`config.mk`:
```
export PLATFORM = sky130hd
export DESIGN_NAME = rv_uart_loader_flat
export DESIGN_NICKNAME = d
export VERILOG_FILES = /design/src/rtl/rv_uart_loader_if.sv /design/src/rtl/rv_uart_loader.sv /design/src/flat_wrapper.sv
export SDC_FILE = /design/constraint.sdc
export NUM_CORES = 1
export LEC_CHECK = 0
export ABC_AREA = 0
export CAP_MARGIN = 20
export CORE_MARGIN = 2
export CORE_UTILIZATION = 50
export CTS_CLUSTER_SIZE = 14
export DETAILED_ROUTE_END_ITERATION = 16
export PLACE_DENSITY_LB_ADDON = 0.2
export SLEW_MARGIN = 20
export SYNTH_ARGS = -nofsm -noshare
export SYNTH_HDL_FRONTEND = slang
export SYNTH_SLANG_ARGS = --single-unit
```
`constraint.sdc`:
```
create_clock -name clk_i -period 2 [get_ports clk_i]
set_input_delay 0.4 -clock clk_i [delete_from_list [all_inputs] [get_ports clk_i]]
set_output_delay 0.4 -clock clk_i [all_outputs]
set_load 0.01 [all_outputs]
```
`src/rtl/rv_uart_loader_if.sv`:
```
// Core data-memory bus between the UART loader (initiator) and memory (target).
// Target holds data_rvalid_i low to stall; the initiator keeps the request stable meanwhile.
interface rv_uart_loader_if #(
    parameter int XLEN = 32
);
    logic                data_req_o;
    logic                data_we_o;
    logic [XLEN/8-1:0]   data_be_o;
    logic [XLEN-1:0]     data_addr_o;
    logic [XLEN-1:0]     data_wdata_o;
    logic                data_rvalid_i;
    logic [XLEN-1:0]     data_rdata_i;

    modport master (
        output data_req_o, data_we_o, data_be_o, data_addr_o, data_wdata_o,
        input  data_rvalid_i, data_rdata_i
    );

    modport slave (
        input  data_req_o, data_we_o, data_be_o, data_addr_o, data_wdata_o,
        output data_rvalid_i, data_rdata_i
    );
endinterface

```
`src/rtl/rv_uart_loader.sv`:
```
// UART boot loader: receives addr/len/data words (LE, 8N1) and writes them to memory, holding the core in reset.
// Writes stall until data_rvalid_i; optional ACK/NAK status byte on uart_tx when UART_LOADER_ACK_EN is defined.
module rv_uart_loader #(
    parameter int CLK_FREQ  = 50_000_000,
    parameter int BAUD_RATE = 9600,
    parameter int XLEN      = 32
) (
    input  logic              clk_i,
    input  logic              rst_i,
    input  logic              uart_rx,
    output logic              uart_tx,
    rv_uart_loader_if.master  mem,
    output logic              cpu_rst_o,
    output logic              done_o,
    output logic              err_o
);
    localparam int BIT_CLKS = CLK_FREQ / BAUD_RATE;
    localparam int CW       = $clog2(BIT_CLKS) + 1;

    typedef enum logic [1:0] {R_IDLE, R_START, R_DATA, R_STOP} rx_state_e;
    typedef enum logic [2:0] {S_ADDR, S_LEN, S_DATA, S_WRITE, S_DONE} state_e;

    // ---------------- receiver ----------------
    logic [2:0]    rx_sync_q;
    rx_state_e     rx_state_q, rx_state_d;
    logic [CW-1:0] rx_cnt_q, rx_cnt_d;
    logic [2:0]    rx_bit_q, rx_bit_d;
    logic [7:0]    rx_shift_q, rx_shift_d;
    logic          rx_vld_q, rx_vld_d;
    logic          rx_ferr_q, rx_ferr_d;
    logic          rx_s, rx_prev;

    // [1] is the synchronized line, [2] its previous value for edge detection
    assign rx_s    = rx_sync_q[1];
    assign rx_prev = rx_sync_q[2];

    always_ff @(posedge clk_i) begin
        if (rst_i) begin
            rx_sync_q  <= 3'b111;
            rx_state_q <= R_IDLE;
            rx_cnt_q   <= '0;
            rx_bit_q   <= '0;
            rx_shift_q <= '0;
            rx_vld_q   <= 1'b0;
            rx_ferr_q  <= 1'b0;
        end else begin
            rx_sync_q  <= {rx_sync_q[1:0], uart_rx};
            rx_state_q <= rx_state_d;
            rx_cnt_q   <= rx_cnt_d;
            rx_bit_q   <= rx_bit_d;
            rx_shift_q <= rx_shift_d;
            rx_vld_q   <= rx_vld_d;
            rx_ferr_q  <= rx_ferr_d;
        end
    end

    always_comb begin
        rx_state_d = rx_state_q;
        rx_cnt_d   = rx_cnt_q;
        rx_bit_d   = rx_bit_q;
        rx_shift_d = rx_shift_q;
        rx_vld_d   = 1'b0;
        rx_ferr_d  = 1'b0;
        case (rx_state_q)
            R_IDLE: begin
                if (rx_prev && !rx_s) begin
                    rx_state_d = R_START;
                    rx_cnt_d   = CW'(BIT_CLKS / 2 - 1);
                end
            end
            R_START: begin
                if (rx_cnt_q != '0) begin
                    rx_cnt_d = rx_cnt_q - 1'b1;
                end else if (rx_s) begin
                    rx_state_d = R_IDLE;
                end else begin
                    rx_state_d = R_DATA;
                    rx_cnt_d   = CW'(BIT_CLKS - 1);
                    rx_bit_d   = '0;
                end
            end
            R_DATA: begin
                if (rx_cnt_q != '0) begin
                    rx_cnt_d = rx_cnt_q - 1'b1;
                end else begin
                    rx_shift_d = {rx_s, rx_shift_q[7:1]};
                    rx_bit_d   = rx_bit_q + 1'b1;
                    rx_cnt_d   = CW'(BIT_CLKS - 1);
                    if (rx_bit_q == 3'd7) rx_state_d = R_STOP;
                end
            end
            default: begin
                if (rx_cnt_q != '0) begin
                    rx_cnt_d = rx_cnt_q - 1'b1;
                end else begin
                    rx_state_d = R_IDLE;
                    rx_vld_d   = rx_s;
                    rx_ferr_d  = !rx_s;
                end
            end
        endcase
    end

    // ---------------- loader ----------------
    state_e          state_q, state_d;
    logic [1:0]      bcnt_q, bcnt_d;
    logic [XLEN-1:0] addr_q, addr_d;
    logic [XLEN-1:0] len_q, len_d;
    logic [XLEN-1:0] wdata_q, wdata_d;
    logic            hold_vld_q, hold_vld_d;
    logic [7:0]      hold_dat_q, hold_dat_d;
    logic            cpu_rst_q, cpu_rst_d;
    logic            done_q, done_d;
    logic            err_q, err_d;
    logic            take, overrun;
    logic [XLEN-1:0] len_next;

    always_ff @(posedge clk_i) begin
        if (rst_i) begin
            state_q    <= S_ADDR;
            bcnt_q     <= '0;
            addr_q     <= '0;
            len_q      <= '0;
            wdata_q    <= '0;
            hold_vld_q <= 1'b0;
            hold_dat_q <= '0;
            cpu_rst_q  <= 1'b1;
            done_q     <= 1'b0;
            err_q      <= 1'b0;
        end else begin
            state_q    <= state_d;
            bcnt_q     <= bcnt_d;
            addr_q     <= addr_d;
            len_q      <= len_d;
            wdata_q    <= wdata_d;
            hold_vld_q <= hold_vld_d;
            hold_dat_q <= hold_dat_d;
            cpu_rst_q  <= cpu_rst_d;
            done_q     <= done_d;
            err_q      <= err_d;
        end
    end

    // Every received byte lands in the holding register; collecting states drain it next cycle
    assign take     = hold_vld_q && (state_q inside {S_ADDR, S_LEN, S_DATA});
    assign overrun  = rx_vld_q && hold_vld_q && !take;
    assign len_next = {hold_dat_q, len_q[XLEN-1:8]};

    always_comb begin
        state_d    = state_q;
        bcnt_d     = bcnt_q;
        addr_d     = addr_q;
        len_d      = len_q;
        wdata_d    = wdata_q;
        hold_vld_d = hold_vld_q;
        hold_dat_d = hold_dat_q;
        cpu_rst_d  = cpu_rst_q;
        done_d     = 1'b0;
        err_d      = 1'b0;
        if (take) hold_vld_d = 1'b0;
        if (rx_vld_q) begin
            hold_vld_d = 1'b1;
            hold_dat_d = rx_shift_q;
        end
        case (state_q)
            S_ADDR: if (take) begin
                addr_d = {hold_dat_q, addr_q[XLEN-1:8]};
                bcnt_d = bcnt_q + 1'b1;
                if (bcnt_q == 2'd0) cpu_rst_d = 1'b1;
                if (bcnt_q == 2'd3) begin
                    addr_d[1:0] = 2'b00;
                    state_d     = S_LEN;
                end
            end
            S_LEN: if (take) begin
                len_d  = len_next;
                bcnt_d = bcnt_q + 1'b1;
                if (bcnt_q == 2'd3) state_d = (len_next == '0) ? S_DONE : S_DATA;
            end
            S_DATA: if (take) begin
                wdata_d = {hold_dat_q, wdata_q[XLEN-1:8]};
                bcnt_d  = bcnt_q + 1'b1;
                if (bcnt_q == 2'd3) state_d = S_WRITE;
            end
            S_WRITE: if (mem.data_rvalid_i) begin
                addr_d  = addr_q + XLEN'(4);
                len_d   = len_q - 1'b1;
                state_d = (len_q == XLEN'(1)) ? S_DONE : S_DATA;
            end
            S_DONE: begin
                done_d    = 1'b1;
                cpu_rst_d = 1'b0;
                state_d   = S_ADDR;
            end
            default: state_d = S_ADDR;
        endcase
        if (rx_ferr_q || overrun) begin
            err_d      = 1'b1;
            state_d    = S_ADDR;
            bcnt_d     = '0;
            hold_vld_d = 1'b0;
        end
    end

    assign mem.data_req_o   = (state_q == S_WRITE);
    assign mem.data_we_o    = (state_q == S_WRITE);
    assign mem.data_be_o    = {(XLEN/8){state_q == S_WRITE}};
    assign mem.data_addr_o  = addr_q;
    assign mem.data_wdata_o = wdata_q;
    assign cpu_rst_o        = cpu_rst_q;
    assign done_o           = done_q;
    assign err_o            = err_q;

`ifdef UART_LOADER_ACK_EN
    logic          tx_busy_q;
    logic [9:0]    tx_shift_q;
    logic [3:0]    tx_bits_q;
    logic [CW-1:0] tx_cnt_q;

    // Status requests that arrive while a frame is in flight are dropped
    always_ff @(posedge clk_i) begin
        if (rst_i) begin
            tx_busy_q  <= 1'b0;
            tx_shift_q <= '1;
            tx_bits_q  <= '0;
            tx_cnt_q   <= '0;
        end else if (!tx_busy_q) begin
            if (done_q || err_q) begin
                tx_busy_q  <= 1'b1;
                tx_shift_q <= {1'b1, (done_q ? 8'h06 : 8'h15), 1'b0};
                tx_bits_q  <= '0;
                tx_cnt_q   <= CW'(BIT_CLKS - 1);
            end
        end else if (tx_cnt_q != '0) begin
            tx_cnt_q <= tx_cnt_q - 1'b1;
        end else begin
            tx_shift_q <= {1'b1, tx_shift_q[9:1]};
            tx_cnt_q   <= CW'(BIT_CLKS - 1);
            tx_bits_q  <= tx_bits_q + 1'b1;
            if (tx_bits_q == 4'd9) tx_busy_q <= 1'b0;
        end
    end

    assign uart_tx = tx_busy_q ? tx_shift_q[0] : 1'b1;
`else
    assign uart_tx = 1'b1;
`endif
endmodule

```
`src/flat_wrapper.sv`:
```
// flat-port wrapper written by rule: the top's interface ports become plain ports
module rv_uart_loader_flat 
#(
    parameter int CLK_FREQ  = 50_000_000,
    parameter int BAUD_RATE = 9600,
    parameter int XLEN      = 32
)
  (clk_i, rst_i, uart_rx, uart_tx, cpu_rst_o, done_o, err_o, mem_data_req_o, mem_data_we_o, mem_data_be_o, mem_data_addr_o, mem_data_wdata_o, mem_data_rvalid_i, mem_data_rdata_i);
  rv_uart_loader_if #(.XLEN(XLEN)) mem_i ();
  input  logic clk_i;
  input  logic rst_i;
  input  logic uart_rx;
  output logic uart_tx;
  output logic cpu_rst_o;
  output logic done_o;
  output logic err_o;
  output wire logic [$bits(mem_i.data_req_o)-1:0] mem_data_req_o;
  output wire logic [$bits(mem_i.data_we_o)-1:0] mem_data_we_o;
  output wire logic [$bits(mem_i.data_be_o)-1:0] mem_data_be_o;
  output wire logic [$bits(mem_i.data_addr_o)-1:0] mem_data_addr_o;
  output wire logic [$bits(mem_i.data_wdata_o)-1:0] mem_data_wdata_o;
  input wire logic [$bits(mem_i.data_rvalid_i)-1:0] mem_data_rvalid_i;
  input wire logic [$bits(mem_i.data_rdata_i)-1:0] mem_data_rdata_i;
  assign mem_data_req_o = mem_i.data_req_o;
  assign mem_data_we_o = mem_i.data_we_o;
  assign mem_data_be_o = mem_i.data_be_o;
  assign mem_data_addr_o = mem_i.data_addr_o;
  assign mem_data_wdata_o = mem_i.data_wdata_o;
  assign mem_i.data_rvalid_i = mem_data_rvalid_i;
  assign mem_i.data_rdata_i = mem_data_rdata_i;
  rv_uart_loader #(.CLK_FREQ(CLK_FREQ), .BAUD_RATE(BAUD_RATE), .XLEN(XLEN)) u_core (.clk_i(clk_i), .rst_i(rst_i), .uart_rx(uart_rx), .uart_tx(uart_tx), .mem(mem_i), .cpu_rst_o(cpu_rst_o), .done_o(done_o), .err_o(err_o));
endmodule
```
**After elaboration in Yosys (flattened, before gate mapping)**

Index checks and enable logic that the tools add are counted.
W data, S select, Z words.

- Add/sub/neg operators: 5
- Equal/unequal tests: 24
- Mux-type cells: 41
- Bitwise operators: 1
- Reduce and logical (&&, ||, !) cells: 32

Operators with widths:

| kind | count |
|---|---|
| $mux W32 | 4 |
| $pmux W32 S2 | 2 |
| $mux W14 | 5 |
| $pmux W14 S3 | 1 |
| $mux W3 | 12 |
| $add A32 B3 Y32 const B | 1 |
| $eq A32 B1 Y1 const B | 1 |
| $logic_not A32 Y1 | 1 |
| $sub A32 B1 Y32 const B | 1 |
| $ne A2 B2 Y1 const B | 8 |
| $mux W2 | 7 |
| $reduce_bool A14 Y1 | 1 |
| $sub A14 B1 Y14 const B | 1 |
| $ne A2 B1 Y1 const B | 6 |
| $pmux W3 S4 | 1 |
| $reduce_and A3 Y1 | 4 |
| $reduce_bool A2 Y1 | 5 |
| $reduce_and A7 Y1 | 1 |
| $eq A3 B2 Y1 const B | 2 |
| $eq A3 B3 Y1 const B | 2 |
| $mux W1 | 6 |
| $pmux W2 S3 | 1 |
| $pmux W3 S2 | 1 |
| $reduce_and A2 Y1 | 3 |
| other kinds (20) | 26 |

- Register bits after elaboration: 145
- Bits of input ports: 36
- Output and inout bits: 74
- Word-level logic and storage cells: 120

**Depth between registers and ports, before layout**

- Word-level depth: 7
- Mapped depth: 9
- Mapped depth without buffers: 7

**Worst setup path before layout**

Ideal clock, no wire load.

- Kind: flip-flop to flip-flop
- Start: register u_core.len_q[8]
- End: register u_core.len_q[28]
- Library setup time: 67 ps
- Data arrival time: 2019 ps
- Data required time: 1933 ps
- Path slack: -87 ps
- Stages on the path, launching flop included: 7
- Path buffers: 1
- Cell sequence: dfxtp_1 > buf_6 > or3_4 > or4_4 > nor4_4 > mux2_2 > a21oi_2

- Cells in the longest elaborated chain, start to end: 3

Ends and longest elaborated chain:

| what | RTL line | RTL |
|---|---|---|
| start, declared | rv_uart_loader.sv:108 | `logic [XLEN-1:0] len_q, len_d;` |
| start signal, assigned | rv_uart_loader.sv:134 | `len_q <= len_d;` |
| $sub A32 B1 Y32 | rv_uart_loader.sv:187 | `len_d = len_q - 1'b1;` |
| $mux W32 | rv_uart_loader.sv:185 | `S_WRITE: if (mem.data_rvalid_i) begin` |
| $pmux W32 S2 | rv_uart_loader.sv:165 | `case (state_q)` |

Every way passes these cells. The select of a mux whose other input is x is not followed.
A chain may end at the register's enable or synchronous reset.

**Worst setup path after layout**

- Start: register u_core.len_q[8]
- End: register u_core.len_q[30]

Same word-level chain as after synthesis.

==> results.md <==
* Number of cells in the design after placement at 1,292
* Async set-or-reset flop fraction in the synthesized netlist at 0%
* Vias in the first global route at 7,007
* Post-route non-filler standard cell count at 1,334
* Largest buffer count on any clock path at 2
* Overall fraction of global-route tracks in use at 25.9%
* Met3 layer wire length in the routed design at 1330 um
* CTS Root Cell: clkbuf_16
* Leakage at 3.72 nW
* Final cycle utilization of the critical path at 103%
* TritonCTS Sinks at 145
* Final setup vio count at 3
* Proportion of power drawn by combinational gates at 25.7%
* Total routed wire length on the met1 layer at 9250 um
* Die Width at 127 um
* Clock Pin Slew Worst Setup and Hold Paths at 0.06 ns
* Area of the placeable core at 14,600 um^2
* Synthesized instance count at 986
* Clock period minus worst slack at 2.05 ns
* Count of standard-cell rows at 44
* Fraction of power spent switching nets at 31.1%
* Arrival time at the worst endpoint at 2.34 ns
* Util after Layout at 68.4%
* Adder-Cell Fraction of Synth Area at 1.98%
* Number of maximum-capacitance constraint violations at 0
* Max FO, Critical Path at 4
* Via count normalized by instance count at 5.91
* Element type at the critical path start: flip-flop
* EDFF count, synth at 0
* DR pass1 iterations at 5
* Cell area after synthesis at 7570 um^2
* DRC violation total after the first TritonRoute iteration at 834
* TritonCTS clock tree: built
* DP HPWL at 14,200 um
* Pin count of the biggest net entering global routing at 88
* Part of the total power dissipated in sequential elements at 38.0%
* Most frequently used flop master after synthesis: dfxtp_1
* Post-route total power at 8.30 mW
* Initial core utilization at 51.7%
* Count of synthesis-stage warnings from yosys at 0
* Worst skew pair latency at 0.42 ns
* Internal power at 5.72 mW
* Largest family of logic cells by synthesized area: simple AND/OR/NAND/NOR gates
* Total power density per cell area at 829 nW/um^2
* Global route total overflow at 0
* Maximum frequency from static timing analysis at 488 MHz
* CTS Hold Buffers Added at 0
* Commonest non-fill, non-tap cells in the layout: nand2_1, dfxtp_1, a21oi_1
* Total negative slack for setup checks at -0.0914 ns
* Overall routed net length at 21,200 um
* Vias after detailed routing at 7,880
* Outcome: finished, violations left
* Mean instance size in the synthesized netlist at 7.68 um^2
* Die Area at 16,100 um^2
* Final weighted congestion in routability-driven placement at 0.906
* Remaining number of nets flagged by the antenna check after routing at 0
* # DRC at 0
* Multiplexer share of the synthesized area at 2.43%
* Data required time at the worst endpoint at 2.29 ns
* Compound-gate portion of the synthesized area at 24.3%
* Routed length on met2 at 10,200 um
* Final Hold Viols at 0
* Post-Route Skew at 0.00688 ns
* Avg WL per Cell at 15.9 um
* Top cells by area in the synthesized netlist: dfxtp_1, a21oi_1, nand2_1
* Library cell occupying the most area in the post-synthesis netlist: dfxtp_1
* Uppermost routed layer: met4
* Area growth from synthesis to layout at 32.2%
* Wire length of the first global-routing pass at 34,600 um
* Die height at 127 um
* Worst hold path type: in -> reg
* Fill cell total of the finished layout at 1,224
* Share of power burned in the clock network at 36.2%
* Worst Path Class, Setup: reg -> reg
* Setup slack at placement at -0.204 ns
* Antenna violations before repair at 0
* Maximum level of the CTS H-tree at 4
* Worst IR Drop VDD at 859 uV
* Nets@finish at 1,186
* Number of nets produced by synthesis at 1,034
* ANT cells at 0
* Area share of the largest cell type after synthesis at 38.3%
* Kind of end point of the critical path: flip-flop
* Xor and xnor fraction of the mapped netlist area at 0.231%
* Violated checks: negative setup slack
* Count of cell types in the netlist at 76
* Setup repair after global routing missed its margin: true
* Number of flip-flops and latches in the synthesized netlist at 145
* Post-Synth Simple-Gate Area at 27.6%
* Ports placed on the boundary at 110
* Final worst slack at -0.0505 ns
* Net switching power at 2.58 mW
* Portion of the post-synthesis area used by sequential elements at 38.3%
* Cts bufs inserted at 17
* Total count of max-transition violations in the final report at 0
* Share of cells above drive strength 1 at 19.5%
* Number of I/O port buffers at 76
## area by class of cell
class / instances / area, um^2 / area share, %
clock buffer: 18 / 439 / 4.39
clock inverter: 13 / 113 / 1.13
inverter: 18 / 70.1 / 0.700
multi-input combinational: 751 / 4450 / 44.5
sequential: 145 / 2910 / 29.1
tap: 184 / 230 / 2.30
timing repair buffer: 205 / 1800 / 17.9
## logic make-up (layout without fill, tap and decap cells)
family,after synthesis,in the layout
AO/OA/AOI/OAI,298,298
XOR/XNOR,2,2
adder cells (fa/ha/maj),12,12
buffers and inverters,90,254
flip-flops,145,145
multiplexers,18,18
other,1,1
AND/OR/NAND/NOR,420,420
## worst max-delay path, stage by stage, from the launching register on
cell and delay (ns):
dfxtp_2 0.33, or3_4 0.41, or4_4 0.49, nor4_4 0.24, buf_4 0.17, mux2i_1 0.18
o22ai_1 0.09
## per-stage QoR
step,area [um^2],hold WS [ns]
final,10000,0.381
after global routing,10000,0.381
after CTS,9860,0.370
after detailed placement,9210,0.402
after global placement,9210,0.391
after floorplan,7570,0.389
## per-layer routing
| layer | up-vias | GRT usage (%) |
|---|---|---|
| li1 | 3886 | - |
| met1 | 3690 | 34.4 |
| met2 | 265 | 42.1 |
| met3 | 39 | 5.78 |
| met4 | 0 | 8.53 |
| met5 | - | 0 |
## power by group through the flow
stage          Sequential [mW]  Clock (mW)  Combinational (mW)
2_1_floorplan             3.20           0                1.22
3_3_place_gp              3.20           0                1.97
3_5_place_dp              3.21           0                1.99
4_1_cts                   3.15        3.04                2.02
5_1_grt                   3.17        3.17                2.37
6_report                  3.15        3.01                2.14
## cell usage after synthesis (13+ instances only)
library cell,number
clkbuf_1,49
nor2_1,103
dfxtp_1,145
nand3_1,30
a21oi_1,127
nand2_1,141
and3_1,13
nor3_1,26
mux2i_1,15
inv_1,18
o21ai_0,49
nand4_1,19
## path summary, 6_finish.rpt
path,cells past startpoint,startpoint,end,slack [ns]
setup / recovery,6,u_core.len_q[8],u_core.len_q[30],-0.05
hold / removal,2,rst_i,u_core.hold_dat_q[2],0.38
setup reg to reg,6,u_core.len_q[8],u_core.len_q[30],-0.05
hold reg to reg,1,u_core.rx_sync_q[0],u_core.rx_sync_q[1],0.41
## sequential cells by signal, summed over array words and instances (netlist names)
signal	count
u_core.bcnt_q	2
u_core.cpu_rst_o	1
u_core.done_o	1
u_core.err_o	1
u_core.hold_dat_q	8
u_core.hold_vld_q	1
u_core.len_q	32
u_core.mem.data_addr_o	32
u_core.mem.data_wdata_o	32
u_core.rx_bit_q	3
u_core.rx_cnt_q	14
u_core.rx_ferr_q	1
u_core.rx_shift_q	8
u_core.rx_state_q	2
u_core.rx_sync_q	3
u_core.rx_vld_q	1
u_core.state_q	3
## repair_timing
action / in CTS / in global routing
endpoints found under the setup margin: 14 / 43
resized for setup: 21 / 40
gates cloned: 0 / 1
setup buffers: 7 / 3
pin swaps: 4 / 7
Note: power is estimated with default switching activity, not from simulation.
